==> config.mk <==
export PLATFORM = sky130hd
export DESIGN_NAME = dot_product_requant
export DESIGN_NICKNAME = d
export VERILOG_FILES = /design/src/rtl/dot_product_requant.sv
export SDC_FILE = /design/constraint.sdc
export NUM_CORES = 1
export LEC_CHECK = 0
export CORE_AREA = 8 8 193 195
export CTS_CLUSTER_SIZE = 24
export DETAILED_ROUTE_END_ITERATION = 6
export DIE_AREA = 0 0 201 203
export DONT_BUFFER_PORTS = 1
export SLEW_MARGIN = 20
export SYNTH_ARGS = -nofsm -noshare
export SYNTH_HDL_FRONTEND = slang
export SYNTH_SLANG_ARGS = --single-unit
export TNS_END_PERCENT = 10
==> constraint.sdc <==
create_clock -name clk -period 17.8 [get_ports clk]
set_clock_uncertainty 0.1 [all_clocks]
set_input_delay 5.34 -clock clk [delete_from_list [all_inputs] [get_ports clk]]
set_output_delay 5.34 -clock clk [all_outputs]
set_load 0.05 [all_outputs]
==> src/rtl/dot_product_requant.sv <==
// dot_product_requant: sums signed 32-bit psum beats per vector, adds bias, rounds/shifts and clamps to 8 bits.
// Build option REQUANT_SIGNED_OUT_EN: signed [-128,127] output instead of ReLU [0,255].
module dot_product_requant #(
   parameter int ACC_W   = 40,
   parameter int SHIFT_W = 5
) (
   input  logic               clk,
   input  logic               rst_n,
   input  logic [31:0]        cfg_bias,
   input  logic [SHIFT_W-1:0] cfg_shift,
   input  logic               psum_valid,
   output logic               psum_ready,
   input  logic [31:0]        psum_data,
   input  logic               psum_last,
   output logic               res_valid,
   input  logic               res_ready,
   output logic [7:0]         res_data,
   output logic               res_sat
);

   // Handshakes: a beat moves on psum_valid & psum_ready, a result on res_valid & res_ready;
   // valid never waits on ready, and res_data/res_sat hold while res_valid is unacknowledged.

`ifdef REQUANT_SIGNED_OUT_EN
   localparam logic signed [ACC_W:0] C_MAX = (ACC_W+1)'(127);
   localparam logic signed [ACC_W:0] C_MIN = (ACC_W+1)'(-128);
`else
   localparam logic signed [ACC_W:0] C_MAX = (ACC_W+1)'(255);
   localparam logic signed [ACC_W:0] C_MIN = '0;
`endif

   logic signed [ACC_W-1:0] r_acc;
   logic                    r_first;
   logic signed [ACC_W-1:0] r_r1;
   logic [SHIFT_W-1:0]      r_r1_shift;
   logic                    r_r1_valid;

   logic                    w_b_load;
   logic                    w_beat;
   logic signed [ACC_W-1:0] w_bias_ext;
   logic signed [ACC_W-1:0] w_psum_ext;
   logic signed [ACC_W-1:0] w_base;
   logic signed [ACC_W-1:0] w_sum;
   logic signed [ACC_W:0]   w_r1_ext;
   logic signed [ACC_W:0]   w_half;
   logic signed [ACC_W:0]   w_rnd;
   logic [7:0]              w_clamp;
   logic                    w_sat;

   assign w_b_load   = r_r1_valid & (~res_valid | res_ready);
   assign psum_ready = ~r_r1_valid | w_b_load;
   assign w_beat     = psum_valid & psum_ready;

   assign w_bias_ext = {{(ACC_W-32){cfg_bias[31]}}, cfg_bias};
   assign w_psum_ext = {{(ACC_W-32){psum_data[31]}}, psum_data};
   assign w_base     = r_first ? w_bias_ext : r_acc;
   assign w_sum      = w_base + w_psum_ext;

   // One extra bit keeps the rounding add from wrapping near the top of the accumulator range.
   assign w_r1_ext = {r_r1[ACC_W-1], r_r1};

   always_comb begin
      w_half = '0;
      if (r_r1_shift != '0)
         w_half = {{ACC_W{1'b0}}, 1'b1} << (r_r1_shift - SHIFT_W'(1));
   end

   assign w_rnd = (w_r1_ext + w_half) >>> r_r1_shift;

   always_comb begin
      w_clamp = w_rnd[7:0];
      w_sat   = 1'b0;
      if (w_rnd > C_MAX) begin
         w_clamp = C_MAX[7:0];
         w_sat   = 1'b1;
      end else if (w_rnd < C_MIN) begin
         w_clamp = C_MIN[7:0];
         w_sat   = 1'b1;
      end
   end

   always_ff @(posedge clk or negedge rst_n) begin
      if (!rst_n) begin
         r_acc      <= '0;
         r_first    <= 1'b1;
         r_r1       <= '0;
         r_r1_shift <= '0;
         r_r1_valid <= 1'b0;
      end else begin
         if (w_beat) begin
            if (psum_last) begin
               r_r1       <= w_sum;
               r_r1_shift <= cfg_shift;
               r_first    <= 1'b1;
            end else begin
               r_acc   <= w_sum;
               r_first <= 1'b0;
            end
         end
         // A new last beat wins over the drain so r1 can empty and refill in one cycle.
         if (w_beat && psum_last)
            r_r1_valid <= 1'b1;
         else if (w_b_load)
            r_r1_valid <= 1'b0;
      end
   end

   always_ff @(posedge clk or negedge rst_n) begin
      if (!rst_n) begin
         res_valid <= 1'b0;
         res_data  <= '0;
         res_sat   <= 1'b0;
      end else if (w_b_load) begin
         res_valid <= 1'b1;
         res_data  <= w_clamp;
         res_sat   <= w_sat;
      end else if (res_ready) begin
         res_valid <= 1'b0;
      end
   end

endmodule
# [After elaboration in Yosys (flattened, before gate mapping)]
# Cells that the tools add are included.
[word_totals] input_bits=74 latch_bits=0 mem_bits_ro=0 ram_bits=0 regBits=97 memories=0
[classes] shift=2 eq_ne=0 n_reduce_logical=6 order_cmp=2 bitwise=7 mux=11 n_div=0 mul=0 addsub=3
[op_table] cell="40-bit by 41-bit adder with 41-bit output" count=1
[op_table] cell="41-bit by 9-bit greater-than comparator with 1-bit output, second input constant" count=1
[op_table] cell="41-bit by 1-bit < comparator with 1-bit output, second input constant" count=1
[op_table] cell="41-bit two-way mux" count=1
[op_table] cell="1-bit by 5-bit left shift with 41-bit output, first input constant" count=1
[op_table] cell="41-bit by 5-bit >>> shifter with 41-bit output" count=1
[op_table] cell="40-bit by 32-bit adder with 40-bit output" count=1
[op_table] cell="40-bit two-way mux" count=1
[op_table] cell="8-bit two-way mux" count=2
[op_table] cell="1-bit two-way mux" count=7
[op_table] cell="5-bit nonzero test" count=1
[op_table] cell="5-bit by 1-bit subtractor with 5-bit output, second input constant" count=1
[op_table] cell="2-bit AND reduction" count=2
[op_table] cell="2-bit nonzero test" count=2
[op_table] cell="1-bit NOT" count=3
[op_table] cell="1-bit AND" count=2
[op_table] cell="1-bit OR" count=2
[op_table] cell="1-bit logical AND" count=1

# [Logic depth before layout (Yosys ltp)]
# Gate-level depths: netlist of run 1.
[depth] depth_word=8 ltp_mapped=25 mapped_depth_nobuf=19

# [Worst setup path after synthesis of run 1]
# No wires, ideal clock.
[synth_path] path_type="in2out" from="input res_ready" to="output psum_ready" path_stages=1 setup_slack_ps=6506 path_buffers=0 arrival_ps=5854 cell_sequence="nand3b_1"
[synth_between] elab_chain_cells=3
[synth_lines] element="start, declared" line_no="16" rtl="input logic res_ready,"
[synth_lines] element="1-bit OR" line_no="50" rtl="assign w_b_load = r_r1_valid & (~res_valid | res_ready);"
[synth_lines] element="1-bit AND" line_no="50"
[synth_lines] element="1-bit OR" line_no="51" rtl="assign psum_ready = ~r_r1_valid | w_b_load;"
[synth_lines] element="end, declared" line_no="12" rtl="output logic psum_ready,"
# Every way passes these cells.

# [Worst setup path in the final report of run 1]
# Ends and elaborated chain as after synthesis.

==> impl_metrics.csv, run 1 <==
group,metric,value,unit
min_path,hp-class,"reg -> reg",
drt,dr.pass1.iters,5,
setup_path,startpoint_type,"input port",
cts,h-tree-depth,3,
yosys,synthDistinctLibCells,87,
yosys,yosys.area.top_type_share,20.3,%
drt,vias,11800,
floorplan,rows,68,
setup_path,crit_path_max_incr_delay,0.56,ns
grt,grt_pass1_wl,60500,µm
setup_path,cp.arrival,5.90,ns
drt,post_drt_wl_per_cell,19.0,µm
power,leakagePower,5.20,nW
setup_path,path_max_fanout,5,
layout,nets,1656,
placed_design,dp_cells,1953,
drt,drt-met1-wl,17200,µm
timing,fin_crit,11.34,ns
drt,ant_nets,0,
timing,clock.fmax,0.0881,GHz
setup_path,r2r_cells,21,
grt,grt_max_degree,98,
drt,routed_wl,37500,µm
cts,cts_sinks,97,
yosys,synth_area_leader_cell,"dfrtp_1",
drt,met2_length,16400,µm
floorplan,die_y,203,µm
drt,wl_met3,2880,µm
timing,setup_viol,0,
cts,hold_buffers,0,
placed_design,port_buffers,0,
layout,antennaDiodeCount,0,
setup_path,path_buf_inv,0,
cts,clkTransAtPathRegs,0.07,ns
yosys,avgSynthCellArea,7.45,µm²
timing,fin_crit_sh,63.7,%
grt,overflow,0,
cts,cts_tree,"yes",
floorplan,core_area,34100,µm²
cts,clk_latency,0.37,ns
layout,drive_above_1_share,8.45,%
yosys,synth_seq_cells,97,
power,power,0.00180,W
yosys,ys_warn_count,0,
setup_path,cp.depth,1,
cts,clk_path_buf_depth,2,
setup_path,path_cells,"nand3b_1",
grt,antenna_found_initial,1,
timing,worstMarginPinSlew,1.02,ns
timing,rsz0062_at_grt,"no",
cts,postCtsSetupRepairBufs,0,
yosys,synth_edf_count,0,
setup_path,cp-end-kind,"primary output",
yosys,synthTopCellsByArea,"dfrtp_1, nand2_1, ha_1",
setup_path,path_delay_family,"simple AND/OR/NAND/NOR gates",
grt,track_usage,17.9,%
power,ir_drop,63.2,µV
drt,dr.max_layer_used,"met5",
yosys,syn_area,11800,µm²
layout,area.growth.synth_to_final,4.96,%
run,max_cap_violations,0,
yosys,netlist_instances,1589,
cts,cts_resized,0,
setup_path,cp.required,12.36,ns
yosys,syn_nets,1736,
cts,cts_root_buf,"clkbuf_16",
timing,relSlewSlack,32.1,%
yosys,synth_ff_type,"dfrtp_1",
timing,drv_slew,0,
yosys,seq_area_frac_synth,20.5,%
drt,drtIter0Drc,1101,
setup_path,cp_slowest_cell,"nand3b_1",
run_status,status,"completed",
timing,finalHoldViolCount,0,
floorplan,initial_core_util,34.7,%
placed_design,place.gp.congestion,0.919,
yosys,synthArstFlopShare,100,%
drt,avgViaCountPerCell,6.01,
drt,drc_errors,0,
floorplan,dieArea,40800,µm²
floorplan,ios,85,
cts,cts_inserted_buffers,9,
floorplan,die-width,201,µm
timing,setup-tns-final,0,ns
placed_design,dp_hpwl,28000,µm
power,powerDensity,145,nW/µm²
setup_path,worstSetupPathType,"in -> out",
layout,instances_no_fill,1969,
grt,grt_pass1_vias,11100,
min_path,whs_path_depth,2,
[per-layer routing]
layer / vias up / global-route usage, %
met1: 5614 / 24.1
met2: 421 / 27.7
met5: - / 0
met3: 56 / 4.06
met4: 2 / 6.25
li1: 5738 / -
[cells in the final DEF (no fill, tap or decap), types with 9 or more instances in the layout]
cell	count
nand2_1	284
a21oi_1	110
nor2_1	107
o21ai_0	105
dfrtp_1	95
ha_1	71
mux2_2	47
inv_1	43
nand3_1	43
nor3_1	38
a21o_1	36
a211oi_1	36
xnor2_1	35
mux2i_1	33
o211ai_1	28
nand4_1	24
o21a_1	23
and2_1	17
xor2_1	16
or3_1	16
a31oi_1	15
nand2b_1	14
o31ai_1	14
nor4_1	13
and3_1	13
mux4_2	13
buf_4	12
nor2b_1	9
a31o_2	9
clkbuf_16	9
[synthesized netlist by cell type (all sizes together) (7+ instances only)]
cell type	n
a22oi	7
a211oi	37
and2	17
o31ai	14
ha	71
inv	43
mux4	13
nor3b	8
a211o	8
o211ai	29
buf	30
nor2b	9
nand4b	8
a31oi	15
dfrtp	96
and3	15
o21ai	113
o21a	23
nand3	44
nor3	38
nand2	284
xnor2	35
a21o	36
nand4	24
clkbuf	73
a2111oi	8
a21boi	8
mux2	47
nand2b	14
or3	17
a31o	9
nor4	14
mux2i	33
xor2	16
a21oi	111
nor2	109
or2	9
[registers in the layout, summed over array words and instances, names as in the netlist]
signal / flops
r_acc: 40
r_r1_valid: 1
res_data: 8
r_r1_shift: 5
r_r1: 40
res_sat: 1
res_valid: 1
r_first: 1
[area by class of cell]
class | count | area (µm²)
fillers | 3555 | 21700
multi-input cells | 1345 | 8850
flip-flops and latches | 97 | 2430
well taps | 455 | 569
clock buffers | 11 | 233
inverters | 44 | 165
repair buffers | 12 | 90.1
clock inverters | 5 | 86.3
[report_power, final]
| group | switching, W | internal (W) | leakage, nW |
|---|---|---|---|
| clock network | 0.0000986 | 0.000125 | 0.155 |
| registers | 0.000108 | 0.000315 | 1.17 |
| logic | 0.000698 | 0.000452 | 3.88 |
[per-stage QoR]
step / setup slack, ns / cell area (µm²) / util (%) / hold WS, ns
2_1_floorplan: 6.51 / 11800 / - / 0.342
3_3_place_gp: 6.47 / 12100 / 35.5 / 0.354
3_5_place_dp: 6.45 / 12100 / 35.5 / 0.362
4_1_cts: 6.45 / 12400 / 36.4 / 0.381
5_1_grt: 6.42 / 12400 / 36.4 / 0.393
6_report: 6.46 / 12400 / 36.4 / 0.375
[worst paths after layout]
| kind | startpoint | end | slack, ns |
|---|---|---|---|
| worst max-delay path | res_ready | psum_ready | 6.46 |
| worst min-delay path | r_acc[20] | r_acc[20] | 0.37 |
| worst max register to register | r_r1_shift[2] | res_data[6] | 10.89 |
| worst min register to register | r_acc[20] | r_acc[20] | 0.37 |
| max in group asynchronous | rst_n | r_first | 12.75 |
| min in group asynchronous | rst_n | res_data[3] | 4.56 |
[kinds of logic after synthesis]
family / share of synthesized area [%]
compound gates: 28.1
xor+xnor: 3.77
fa+ha+maj: 7.85
buf+inv: 4.79
flops: 20.5
mux: 9.74
other cells: 0.0317
simple gates: 25.2
Note: power is estimated with default switching activity, not from simulation.
==> run 2, diff against run 1 <==
- clock period: 17.8 -> 11.3 ns (I/O delays scaled with it)
==> run 2 against run 1 <==
Net effect:
- non-clock buffer count rose by 2
- setup slack got worse by 2.6 ns
- sequential share of layout area barely moved
- hold slack improved by 0.0021 ns
- highest routed layer is now met4
==> impl_metrics.csv, run 2 (synthesized netlist as in run 1, its figures left out) <==
group,metric,value,unit
run_status,status,"completed",
floorplan,ios,85,
placed_design,dp_hpwl,28500,µm
cts,clk_latency,0.37,ns
layout,reg.largest.list,"r_acc (40), r_r1 (40), res_data (8)",
drt,routed_wl,38300,µm
setup_path,cp_slowest_cell,"nand3b_1",
timing,setup_viol,0,
timing,fin_crit,7.44,ns
setup_path,cp-end-kind,"primary output",
power,ir_drop,108,µV
setup_path,cp.required,7.81,ns
drt,drc_errors,0,
cts,cts_inserted_buffers,9,
power,powerDensity,226,nW/µm²
cts,h-tree-depth,3,
drt,avgViaCountPerCell,6.03,
placed_design,port_buffers,0,
timing,setup-tns-final,0,ns
power,power,0.00280,W
setup_path,worstSetupPathType,"in -> out",
setup_path,path_delay_family,"simple AND/OR/NAND/NOR gates",
cts,postCtsSetupRepairBufs,0,
power,leakagePower,5.19,nW
setup_path,crit_path_max_incr_delay,0.56,ns
layout,final_cell_mix,"nand2_1, a21oi_1, nor2_1",
drt,drtIter0Drc,1031,
setup_path,path_max_fanout,5,
floorplan,die-width,201,µm
grt,antenna_found_initial,0,
run,max_cap_violations,0,
drt,vias,11900,
floorplan,die_y,203,µm
cts,cts_root_buf,"clkbuf_16",
setup_path,cp.arrival,3.95,ns
cts,hold_buffers,0,
floorplan,initial_core_util,34.7,%
timing,worstMarginPinSlew,0.985,ns
grt,track_usage,18.4,%
setup_path,path_buf_inv,0,
timing,drv_slew,0,
layout,area.growth.synth_to_final,4.72,%
setup_path,startpoint_type,"input port",
layout,final_common_cell,"nand2_1",
drt,post_drt_wl_per_cell,19.4,µm
floorplan,rows,68,
setup_path,path_cells,"nand3b_1",
layout,drive_above_1_share,8.51,%
timing,clock.fmax,0.134,GHz
placed_design,place.gp.congestion,0.914,
grt,grt_pass1_wl,61800,µm
drt,ant_nets,0,
grt,grt_max_degree,98,
timing,fin_crit_sh,65.8,%
timing,relSlewSlack,34.3,%
drt,dr.pass1.iters,6,
layout,antennaDiodeCount,0,
grt,grt_pass1_vias,11100,
grt,overflow,0,
cts,cts_sinks,97,
timing,finalHoldViolCount,0,
min_path,hp-class,"reg -> reg",
cts,cts_resized,0,
timing,rsz0062_at_grt,"no",
floorplan,core_area,34100,µm²
cts,clkTransAtPathRegs,0.07,ns
floorplan,dieArea,40800,µm²
cts,cts_tree,"yes",
layout,nets,1658,
cts,clk_path_buf_depth,2,
==> run 2: final timing paths <==
check	start	to	slack (ns)	depth (start not counted)
worst max-delay path	res_ready	psum_ready	3.86	1
max in group asynchronous	rst_n	r_first	8.18	0
worst min-delay path	r_acc[7]	r_acc[7]	0.38	2
min in group asynchronous	rst_n	res_data[6]	2.61	0
worst min register to register	r_acc[7]	r_acc[7]	0.38	2
worst max register to register	r_r1_shift[3]	res_data[4]	4.57	20
==> run 2: per-layer routing <==
metal	part of all wire (%)	vias to the layer above	global-route usage (%)	wire length, µm
met5	0	-	0	0
met4	2.2	0	6.23	848
met3	7.7	46	3.76	2950
met2	43	443	27.7	16400
met1	47	5644	25.8	18100
li1	-	5743	-	-
==> run 2: metrics by stage <==
step | std cells | setup WS [ns] | utilization, % | instance area [µm²] | hold slack, ns
6_report | 1971 | 3.86 | 36.3 | 12400 | 0.377
5_1_grt | 1971 | 3.78 | 36.3 | 12400 | 0.391
4_1_cts | 1971 | 3.85 | 36.3 | 12400 | 0.379
3_5_place_dp | 1955 | 3.76 | 35.5 | 12100 | 0.361
3_3_place_gp | 1955 | 3.82 | 35.5 | 12100 | 0.354
2_1_floorplan | 1589 | 3.91 | - | 11800 | 0.342
==> run 2: area by class of cell <==
type / count / area, µm²
Fill cell: 3543 / 21700
Multi-Input combinational cell: 1345 / 8850
Sequential cell: 97 / 2430
Tap cell: 455 / 569
Clock buffer: 13 / 250
Inverter: 44 / 165
Timing Repair Buffer: 14 / 105
Clock inverter: 3 / 25.0
==> run 2: report_power, final <==
part	switching (W)	total, W	internal (W)
Sequential	0.000171	0.000668	0.000497
Clock	0.000152	0.000309	0.000157
Combinational	0.00111	0.00183	0.000714
Total	0.00144	0.00280	0.00137
==> run 2: worst min-delay path: cells and delay by family (launching register included) <==
kind          cells  cell delay (ns)
simple gates      2             0.11
flops             1             0.34
==> run 3, diff against run 2 <==
- clock period: 11.3 -> 6.2 ns (I/O delays scaled with it)
==> run 3 against run 2 <==
Net effect:
- routed wire length up 1.9%
- clock-buffer cell count fell by 2
- sequential cell count unchanged
- hold slack lost 0.0029 ns
- setup slack got worse by 3.3 ns
- non-clock buffer count is 38 higher
- die area unchanged
- sequential power up 84%
==> impl_metrics.csv, run 3 (synthesized netlist as in run 1, its figures left out) <==
group,metric,value,unit
drt,ant_nets,0,
drt,vias,12000,
drt,drc_errors,0,
timing,setup-tns-final,0,ns
grt,grt_pass1_vias,11500,
layout,antennaDiodeCount,0,
cts,clkTransAtPathRegs,0.08,ns
grt,grt_pass1_wl,62400,µm
setup_path,cp-end-kind,"register",
setup_path,path_cells,"inv_1 > nand3_1 > nor2_1 > ha_1 > a21oi_1 > o21ai_1 > a21oi_1 > o221ai_1 > o21ai_0 > nand2_1 > a211oi_2 > a211oi_1 > buf_4 > mux4_2 > nand4b_1 > a21o_1 > nor4_4 > a21oi_1",
cts,cts_tree,"yes",
setup_path,crit_path_max_incr_delay,0.67,ns
setup_path,cp_slowest_cell,"dfrtp_2",
cts,cts_sinks,97,
drt,post_drt_wl_per_cell,19.4,µm
setup_path,r2r_setup_slack,0.54,ns
setup_path,r2r-start,"r_r1_shift[0]",
grt,overflow,0,
layout,final_cell_mix,"nand2_1, a21oi_1, nor2_1",
floorplan,die_y,203,µm
cts,clk_path_buf_depth,2,
layout,final_common_cell,"nand2_1",
timing,rsz0062_at_grt,"no",
timing,worstMarginPinSlew,0.972,ns
setup_path,cp.required,6.34,ns
grt,track_usage,18.5,%
drt,routed_wl,39000,µm
floorplan,die-width,201,µm
timing,layout_setup_ws,0.544,ns
layout,drive_above_1_share,10.9,%
min_path,hp-class,"reg -> reg",
placed_design,dp_hpwl,30000,µm
cts,clk_latency,0.37,ns
floorplan,rows,68,
power,leakagePower,5.37,nW
timing,setup_viol,0,
timing,finalHoldViolCount,0,
drt,drtIter0Drc,1022,
setup_path,rr_endpoint,"res_data[3]",
layout,fin_area,12700,µm²
setup_path,worstSetupPathType,"reg -> reg",
power,power,0.00522,W
placed_design,place.gp.congestion,0.929,
layout,nets,1696,
setup_path,startpoint_type,"register",
floorplan,core_area,34100,µm²
grt,grt_max_degree,98,
timing,drv_slew,0,
drt,avgViaCountPerCell,5.96,
grt,antenna_found_initial,0,
min_path,min_to,"r_acc[10]",
setup_path,r2r_cells,18,
setup_path,cp.arrival,5.79,ns
power,ir_drop,204,µV
cts,cts_root_buf,"clkbuf_16",
timing,clock.fmax,0.177,GHz
cts,postCtsSetupRepairBufs,0,
layout,reg.largest.list,"r_acc (40), r_r1 (40), res_data (8)",
setup_path,path_max_fanout,19,
setup_path,crit_top_cell,"a21oi_1",
placed_design,placed_area,12400,µm²
placed_design,post-place-ws,0.273,ns
min_path,whs_path_depth,2,
timing,relSlewSlack,35.2,%
placed_design,port_buffers,0,
drt,dr.pass1.iters,6,
cts,cts_inserted_buffers,9,
layout,area.growth.synth_to_final,7.15,%
run,max_cap_violations,0,
setup_path,path_delay_family,"compound AO/OA/AOI/OAI gates",
setup_path,path_buf_inv,2,
floorplan,dieArea,40800,µm²
floorplan,initial_core_util,34.7,%
min_path,hold_path.startpoint,"r_acc[10]",
power,powerDensity,412,nW/µm²
timing,fin_crit_sh,91.2,%
run_status,status,"completed",
timing,fin_crit,5.66,ns
floorplan,ios,85,
cts,hold_buffers,0,
cts,h-tree-depth,3,
==> run 3: changes by cell type in the layout (fill, tap and decap cells not counted) <==
cell	previous run	this run
clkbuf_1	3	2
inv_8	0	1
clkbuf_8	1	0
nor3_2	0	1
buf_4	14	52
nor3_1	38	37
inv_6	1	2
dfrtp_2	1	2
clkinv_4	1	0
clkinv_2	0	2
dfrtp_1	95	94
clkinvlp_4	1	0
==> run 3: final cells by class <==
type	count	area, µm²
inverters	44	165
clock inverters	5	38.8
fillers	3539	21400
multi-input cells	1345	8850
well taps	455	569
clock buffers	11	233
repair buffers	52	390
flip-flops and latches	97	2430
==> run 3: report_power, final <==
part	switching (W)	internal, W
Clock	0.000284	0.000278
Sequential	0.000327	0.000906
Combinational	0.00205	0.00137
Total	0.00266	0.00256
==> run 3: worst max path at each step <==
stage,from,to,depth (start not counted)
after detailed placement,cfg_bias[1],r_acc[39],16
after global placement,cfg_bias[1],r_acc[39],16
after global routing,r_r1_shift[0],res_data[7],18
final,r_r1_shift[0],res_data[3],18
after floorplan,r_r1_shift[0],res_data[6],24
after CTS,r_r1_shift[4],res_data[3],19
==> run 3: stage by stage <==
| step | hold WS, ns | std cells | utilization, % |
|---|---|---|---|
| 3_5_place_dp | 0.358 | 1993 | 36.3 |
| 2_1_floorplan | 0.342 | 1589 | - |
| 3_3_place_gp | 0.354 | 1993 | 36.3 |
| 4_1_cts | 0.377 | 2009 | 37.1 |
| 5_1_grt | 0.395 | 2009 | 37.2 |
| 6_report | 0.374 | 2009 | 37.2 |
==> run 3: repair_timing <==
action,in CTS,in global routing
setup endpoints to repair,0,3
gates resized for setup,0,2
endpoints found under the hold margin,0,0
==> run 3: worst min-delay path, delay by kind of cell (launching register included) <==
family        cells  cell delay (ns)
flops             1             0.34
simple gates      2             0.10
==> run 3: layer usage <==
layer / wire [µm] / vias up / share of wire (%) / GRT usage, %
met1: 18700 / 5740 / 48 / 25.6
met5: 0 / - / 0 / 0
li1: - / 5795 / - / -
met4: 1100 / 0 / 2.8 / 6.60
met3: 2520 / 59 / 6.5 / 3.89
met2: 16700 / 382 / 43 / 28.0
